File: config.mk
export PLATFORM = sky130hd
export DESIGN_NAME = savestate_controller_flat
export DESIGN_NICKNAME = d
export VERILOG_FILES = /design/src/rtl/savestate_controller_if.sv /design/src/rtl/savestate_controller.sv /design/src/flat_wrapper.sv
export SDC_FILE = /design/constraint.sdc
export NUM_CORES = 1
export LEC_CHECK = 0
export BUFFER_PORTS_ARGS = -buffer_cell sky130_fd_sc_hd__buf_2
export CAP_MARGIN = 5
export CORE_ASPECT_RATIO = 0.7
export CORE_MARGIN = 2
export CORE_UTILIZATION = 50
export CTS_CLUSTER_DIAMETER = 100
export DETAILED_ROUTE_END_ITERATION = 10
export GPL_TIMING_DRIVEN = 0
export PLACE_DENSITY = 0.85
export SYNTH_ARGS = -nofsm -noshare
export SYNTH_HDL_FRONTEND = slang
export SYNTH_SLANG_ARGS = --single-unit
export TNS_END_PERCENT = 10
File: constraint.sdc
create_clock -name clk -period 3.17 [get_ports clk]
set_clock_uncertainty 0.05 [all_clocks]
set_input_delay 0.1585 -clock clk [delete_from_list [all_inputs] [get_ports clk]]
set_output_delay 0.1585 -clock clk [all_outputs]
set_load 0.05 [all_outputs]
File: src/rtl/savestate_controller_if.sv
// Savestate controller signal bundle: host requests/status, CPU savestate bus, host save/load streams.
// master = controller side, slave = host/CPU side.
interface savestate_controller_if;
  logic        save_req;
  logic        load_req;
  logic        busy;
  logic        done;
  logic        error;
  logic        ss_halt;
  logic        ss_ready;
  logic [7:0]  ss_bus_addr;
  logic [31:0] ss_bus_in;
  logic        ss_bus_wren;
  logic        ss_bus_reset;
  logic [31:0] ss_bus_out;
  logic [31:0] save_data;
  logic        save_valid;
  logic        save_ready;
  logic [31:0] load_data;
  logic        load_valid;
  logic        load_ready;

  modport master (
    input  save_req, load_req, ss_ready, ss_bus_out, save_ready, load_data, load_valid,
    output busy, done, error, ss_halt, ss_bus_addr, ss_bus_in, ss_bus_wren, ss_bus_reset,
           save_data, save_valid, load_ready
  );

  modport slave (
    output save_req, load_req, ss_ready, ss_bus_out, save_ready, load_data, load_valid,
    input  busy, done, error, ss_halt, ss_bus_addr, ss_bus_in, ss_bus_wren, ss_bus_reset,
           save_data, save_valid, load_ready
  );
endinterface

File: src/rtl/savestate_controller.sv
// Savestate initiator: halts the core, streams NUM_WORDS words out (SAVE) or in (LOAD); SS_CHECKSUM_EN adds a checksum word.
// Save path 3 cycles/word min, stalls in RD_PUSH on !save_ready; load path waits in WR_WAIT for load_valid.
module savestate_controller #(
  parameter int NUM_WORDS = 32
) (
  input  logic                  clk,
  input  logic                  reset_n,
  savestate_controller_if.master ss
);

  localparam logic [7:0] LAST = 8'(NUM_WORDS - 1);

  typedef enum logic [3:0] {
    S_IDLE, S_HALT, S_RD_ADDR, S_RD_CAPT, S_RD_PUSH,
    S_WR_RST, S_WR_WAIT, S_WR_STB, S_FIN
  } state_t;

  state_t      state_q, state_d;
  logic        is_save_q, is_save_d;
  logic [7:0]  addr_q, addr_d;
  logic [31:0] sdata_q, sdata_d;
  logic [31:0] wdata_q, wdata_d;
  logic        last_word;

`ifdef SS_CHECKSUM_EN
  logic [31:0] sum_q, sum_d;
  logic        ck_q, ck_d;
  logic        err_q, err_d;
`endif

  assign last_word = (addr_q == LAST);

  always_ff @(posedge clk or negedge reset_n) begin
    if (!reset_n) begin
      state_q   <= S_IDLE;
      is_save_q <= 1'b0;
      addr_q    <= '0;
      sdata_q   <= '0;
      wdata_q   <= '0;
`ifdef SS_CHECKSUM_EN
      sum_q     <= '0;
      ck_q      <= 1'b0;
      err_q     <= 1'b0;
`endif
    end else begin
      state_q   <= state_d;
      is_save_q <= is_save_d;
      addr_q    <= addr_d;
      sdata_q   <= sdata_d;
      wdata_q   <= wdata_d;
`ifdef SS_CHECKSUM_EN
      sum_q     <= sum_d;
      ck_q      <= ck_d;
      err_q     <= err_d;
`endif
    end
  end

  always_comb begin
    state_d   = state_q;
    is_save_d = is_save_q;
    addr_d    = addr_q;
    sdata_d   = sdata_q;
    wdata_d   = wdata_q;
`ifdef SS_CHECKSUM_EN
    sum_d     = sum_q;
    ck_d      = ck_q;
    err_d     = err_q;
`endif
    unique case (state_q)
      S_IDLE: begin
        // save_req has priority when both arrive together
        if (ss.save_req || ss.load_req) begin
          state_d   = S_HALT;
          is_save_d = ss.save_req;
`ifdef SS_CHECKSUM_EN
          sum_d     = '0;
          ck_d      = 1'b0;
          err_d     = 1'b0;
`endif
        end
      end
      S_HALT: begin
        if (ss.ss_ready) begin
          state_d = is_save_q ? S_RD_ADDR : S_WR_RST;
        end
      end
      S_RD_ADDR: state_d = S_RD_CAPT;
      S_RD_CAPT: begin
        sdata_d = ss.ss_bus_out;
`ifdef SS_CHECKSUM_EN
        sum_d   = sum_q + ss.ss_bus_out;
`endif
        state_d = S_RD_PUSH;
      end
      S_RD_PUSH: begin
        if (ss.save_ready) begin
`ifdef SS_CHECKSUM_EN
          // checksum word reuses RD_PUSH with the address parked on the last word
          if (ck_q) begin
            state_d = S_FIN;
          end else if (last_word) begin
            ck_d    = 1'b1;
            sdata_d = sum_q;
          end else begin
            addr_d  = addr_q + 8'd1;
            state_d = S_RD_ADDR;
          end
`else
          if (last_word) begin
            state_d = S_FIN;
          end else begin
            addr_d  = addr_q + 8'd1;
            state_d = S_RD_ADDR;
          end
`endif
        end
      end
      S_WR_RST: state_d = S_WR_WAIT;
      S_WR_WAIT: begin
        if (ss.load_valid) begin
`ifdef SS_CHECKSUM_EN
          if (ck_q) begin
            err_d   = err_q | (ss.load_data != sum_q);
            state_d = S_FIN;
          end else begin
            wdata_d = ss.load_data;
            sum_d   = sum_q + ss.load_data;
            state_d = S_WR_STB;
          end
`else
          wdata_d = ss.load_data;
          state_d = S_WR_STB;
`endif
        end
      end
      S_WR_STB: begin
        if (last_word) begin
`ifdef SS_CHECKSUM_EN
          ck_d    = 1'b1;
          state_d = S_WR_WAIT;
`else
          state_d = S_FIN;
`endif
        end else begin
          addr_d  = addr_q + 8'd1;
          state_d = S_WR_WAIT;
        end
      end
      S_FIN: begin
        addr_d  = '0;
        state_d = S_IDLE;
      end
      default: state_d = S_IDLE;
    endcase
  end

  always_comb begin
    ss.busy         = (state_q != S_IDLE);
    ss.ss_halt      = (state_q != S_IDLE);
    ss.done         = (state_q == S_FIN);
    ss.save_valid   = (state_q == S_RD_PUSH);
    ss.load_ready   = (state_q == S_WR_WAIT);
    ss.ss_bus_wren  = (state_q == S_WR_STB);
    ss.ss_bus_reset = (state_q == S_WR_RST);
    ss.ss_bus_addr  = addr_q;
    ss.ss_bus_in    = wdata_q;
    ss.save_data    = sdata_q;
`ifdef SS_CHECKSUM_EN
    ss.error        = err_q;
`else
    ss.error        = 1'b0;
`endif
  end

endmodule

File: src/flat_wrapper.sv
// flat-port wrapper written by rule: the top's interface ports become plain ports
module savestate_controller_flat 
#(
  parameter int NUM_WORDS = 32
)
  (clk, reset_n, ss_save_req, ss_load_req, ss_ss_ready, ss_ss_bus_out, ss_save_ready, ss_load_data, ss_load_valid, ss_busy, ss_done, ss_error, ss_ss_halt, ss_ss_bus_addr, ss_ss_bus_in, ss_ss_bus_wren, ss_ss_bus_reset, ss_save_data, ss_save_valid, ss_load_ready);
  savestate_controller_if ss_i ();
  input  logic clk;
  input  logic reset_n;
  input wire logic [$bits(ss_i.save_req)-1:0] ss_save_req;
  input wire logic [$bits(ss_i.load_req)-1:0] ss_load_req;
  input wire logic [$bits(ss_i.ss_ready)-1:0] ss_ss_ready;
  input wire logic [$bits(ss_i.ss_bus_out)-1:0] ss_ss_bus_out;
  input wire logic [$bits(ss_i.save_ready)-1:0] ss_save_ready;
  input wire logic [$bits(ss_i.load_data)-1:0] ss_load_data;
  input wire logic [$bits(ss_i.load_valid)-1:0] ss_load_valid;
  output wire logic [$bits(ss_i.busy)-1:0] ss_busy;
  output wire logic [$bits(ss_i.done)-1:0] ss_done;
  output wire logic [$bits(ss_i.error)-1:0] ss_error;
  output wire logic [$bits(ss_i.ss_halt)-1:0] ss_ss_halt;
  output wire logic [$bits(ss_i.ss_bus_addr)-1:0] ss_ss_bus_addr;
  output wire logic [$bits(ss_i.ss_bus_in)-1:0] ss_ss_bus_in;
  output wire logic [$bits(ss_i.ss_bus_wren)-1:0] ss_ss_bus_wren;
  output wire logic [$bits(ss_i.ss_bus_reset)-1:0] ss_ss_bus_reset;
  output wire logic [$bits(ss_i.save_data)-1:0] ss_save_data;
  output wire logic [$bits(ss_i.save_valid)-1:0] ss_save_valid;
  output wire logic [$bits(ss_i.load_ready)-1:0] ss_load_ready;
  assign ss_i.save_req = ss_save_req;
  assign ss_i.load_req = ss_load_req;
  assign ss_i.ss_ready = ss_ss_ready;
  assign ss_i.ss_bus_out = ss_ss_bus_out;
  assign ss_i.save_ready = ss_save_ready;
  assign ss_i.load_data = ss_load_data;
  assign ss_i.load_valid = ss_load_valid;
  assign ss_busy = ss_i.busy;
  assign ss_done = ss_i.done;
  assign ss_error = ss_i.error;
  assign ss_ss_halt = ss_i.ss_halt;
  assign ss_ss_bus_addr = ss_i.ss_bus_addr;
  assign ss_ss_bus_in = ss_i.ss_bus_in;
  assign ss_ss_bus_wren = ss_i.ss_bus_wren;
  assign ss_ss_bus_reset = ss_i.ss_bus_reset;
  assign ss_save_data = ss_i.save_data;
  assign ss_save_valid = ss_i.save_valid;
  assign ss_load_ready = ss_i.load_ready;
  savestate_controller #(.NUM_WORDS(NUM_WORDS)) u_core (.clk(clk), .reset_n(reset_n), .ss(ss_i));
endmodule
==> metrics.txt <==
status finished, final reports clean; Total GRT Usage 24.93%; num rows 24; H-tree Lvls 3; CP Launch Type flip-flop; Syn Std Cell Area 3271 um2; grt ovf 0; TritonRoute pass-1 iters 4; via count of the routed design 2,792; initial antenna violation count 0; GPL Wtd Cong 0.8244; layout filler cell count 400; WL/cell 16.76 um; post-synthesis mux area share 22.99%; port buffer count 149; setup violators final 0; Worst-Skew Late Latency 330 ps; Sink Count 77; Synth Area in Adders 0.3826%; Slowest cell on crit path nor4_1; final worst-path cycle share 75.17%; Boundary Pins 151; fmax 0.4197 GHz; largest family of logic cells by synthesized area multiplexers; fin area 4832 um2; CTS-repair resized insts 0; Post-synth EDFFs 0; # placed instances 467; Clock Path Buffers 2; final non-filler cell total 534; Yosys reg bits 77; ANT nets after route 0; Post-DP Area 4144 um2; worst hold margin 15.65 ps; initial core utilization 52.11%; CP Max Fanout 10; dpl hpwl 5888 um; HP Class in -> reg; Top delay family on crit path buffers and inverters; first-pass GRT wire length 13,980 um; TritonCTS Buffers 9; Die X 100.7 um; Max-Cap Viols 0; Final #Nets 523; Area Overhead vs Synth 47.74%; sequential cell area fraction in the yosys report 58.91%; Worst EP required 2960 ps; TritonCTS clock tree built; actual slew at the worst max-slew pin 616.1 ps; met1 global-route usage 28.18%; Post-CTS Setup Bufs 0; Avg Inst Size Synth 13.68 um2; Warnings, synthesis 0; Primary FF master, synth dfrtp_1; CTS root buf clkbuf_8; met3 Track Usage GR 7.415%; post-synthesis simple-gate area fraction 8.225%; most used routing layer met2; initial DRC count 95; Cell variety after synth 48; DRC Markers 0; Syn Nets 311; Post-Syn Instances 239; setup TNS 0 ps; Clock Pin Slew Worst Setup and Hold Paths 80 ps; Via-to-Cell Ratio 5.228; largest net degree at the start of global routing 63; crit path buf inv count 4; Max Slew Vio Count 0; met2 global-route usage 45.56%; Final Hold Fails 0; Die H 71.67 um; min cycle time layout 2383 ps; layout cell share with drive strength beyond 1 53.73%; most common cell after layout, fill and taps aside buf_2; die area 7214 um2; unrepaired setup endpoints after global routing no; Slowest Stage Delay on Critical Path 610 ps; max_slew headroom 58.55%; Post-Synth XOR/XNOR Area 0.5356%; final wirelength 8949 um; Data arrival, critical path 2170 ps; Compound-Gate Fraction of Synth Area 5.891%; vias in the first global route 2,957; diode count 0; CP endpoint kind primary output; critical path class reg -> out; Core Area 6276 um2; most frequent cells in the layout 156 x buf_2, 77 x dfrtp_1, 62 x mux2_2; Post-synth ARST share 100.0%; worst path cell trace clkbuf_1 -> nor4_1 -> inv_1 -> buf_4 -> buf_2
==> logic make-up after synthesis <==
logic type / after synthesis
multiplexers: 67
XOR/XNOR: 2
adder cells (fa/ha/maj): 1
flip-flops: 77
AND/OR/NAND/NOR: 44
buffers and inverters: 19
other: 1
AO/OA/AOI/OAI: 28
==> repair_timing <==
action	4_1_cts	5_1_grt
endpoints found under the hold margin	126	1
hold buffers	50	1
endpoints found under the setup margin	0	0
==> per-stage QoR <==
| stage | util [%] | worst slack [ps] |
|---|---|---|
| 2_1_floorplan | - | 898.0 |
| 3_3_place_gp | 65.55 | 1074 |
| 3_5_place_dp | 66.03 | 1009 |
| 4_1_cts | 76.83 | 774.9 |
| 5_1_grt | 76.99 | 623.8 |
| 6_report | 76.99 | 787.1 |
==> synthesized netlist by cell type (2+ instances only) <==
| library cell | instances | area (um2) |
|---|---|---|
| o22ai_1 | 2 | 12.51 |
| o21ai_0 | 4 | 20.02 |
| inv_1 | 6 | 22.52 |
| nand4b_1 | 2 | 17.52 |
| mux2_2 | 62 | 698.2 |
| or3_1 | 2 | 12.51 |
| nand2b_1 | 3 | 18.77 |
| clkbuf_1 | 2 | 7.510 |
| dfrtp_1 | 77 | 1927 |
| nor2_1 | 6 | 22.52 |
| a21oi_1 | 6 | 30.03 |
| nor3_1 | 3 | 15.01 |
| nand3b_1 | 2 | 15.01 |
| nor4_1 | 4 | 25.02 |
| nand3_1 | 5 | 25.02 |
| buf_4 | 2 | 15.01 |
| o31a_1 | 2 | 17.52 |
| nand2_1 | 7 | 26.28 |
| o211ai_1 | 2 | 15.01 |
| a31oi_1 | 2 | 12.51 |
| mux2i_1 | 2 | 20.02 |
| mux2_1 | 3 | 33.78 |
| buf_2 | 8 | 40.04 |
==> worst reg2reg max path: cells and delay by family, from the launching register on <==
family | cells | cell delay [ps]
DFF | 1 | 420
AOI/OAI and AO/OA | 2 | 470
adders and majority gates | 1 | 270
and+or+nand+nor | 2 | 840
==> flip-flops by register name (all words and copies together) (netlist names) <==
signal                 flops
u_core.ss.ss_bus_in       32
u_core.state_q             4
u_core.is_save_q           1
u_core.ss.save_data       32
u_core.ss.ss_bus_addr      8
==> layout make-up <==
class                           instances  area (um2)  area share (%)
Multi-Input combinational cell        143        1247           25.82
Clock inverter                          5       36.28          0.7509
Sequential cell                        77        1927           39.88
Tap cell                               78       97.59           2.020
Timing Repair Buffer                  201        1286           26.62
Inverter                                6       22.52          0.4661
Buffer                                 13       73.82           1.528
Clock buffer                           11       141.4           2.926
==> path summary, 6_finish.rpt <==
| check | startpoint | to | slack [ps] | cells after the start |
|---|---|---|---|---|
| max | u_core.state_q[0]$_DFFE_PN0P_ | ss_ss_halt | 790 | 5 |
| min | ss_ss_bus_out[12] | u_core.ss.save_data[12]$_DFFE_PN0P_ | 20 | 2 |
| max reg2reg | u_core.ss.ss_bus_addr[0]$_DFFE_PN0P_ | u_core.state_q[1]$_DFFE_PN0P_ | 990 | 5 |
| min reg2reg | u_core.ss.ss_bus_in[4]$_DFFE_PN0P_ | u_core.ss.ss_bus_in[4]$_DFFE_PN0P_ | 440 | 1 |
| max in group asynchronous | reset_n | u_core.ss.ss_bus_in[7]$_DFFE_PN0P_ | 2280 | 3 |
| min in group asynchronous | reset_n | u_core.ss.save_data[22]$_DFFE_PN0P_ | 200 | 2 |
==> routing by layer <==
layer  part of all wire (%)  wire length (um)
met2                     54              4848
met5                      0                 0
met3                    6.1               546
met1                     38              3437
met4                    1.3               116
Power is not shown: default switching activity piles up to over one toggle a cycle in this logic, so the estimate is an artifact.
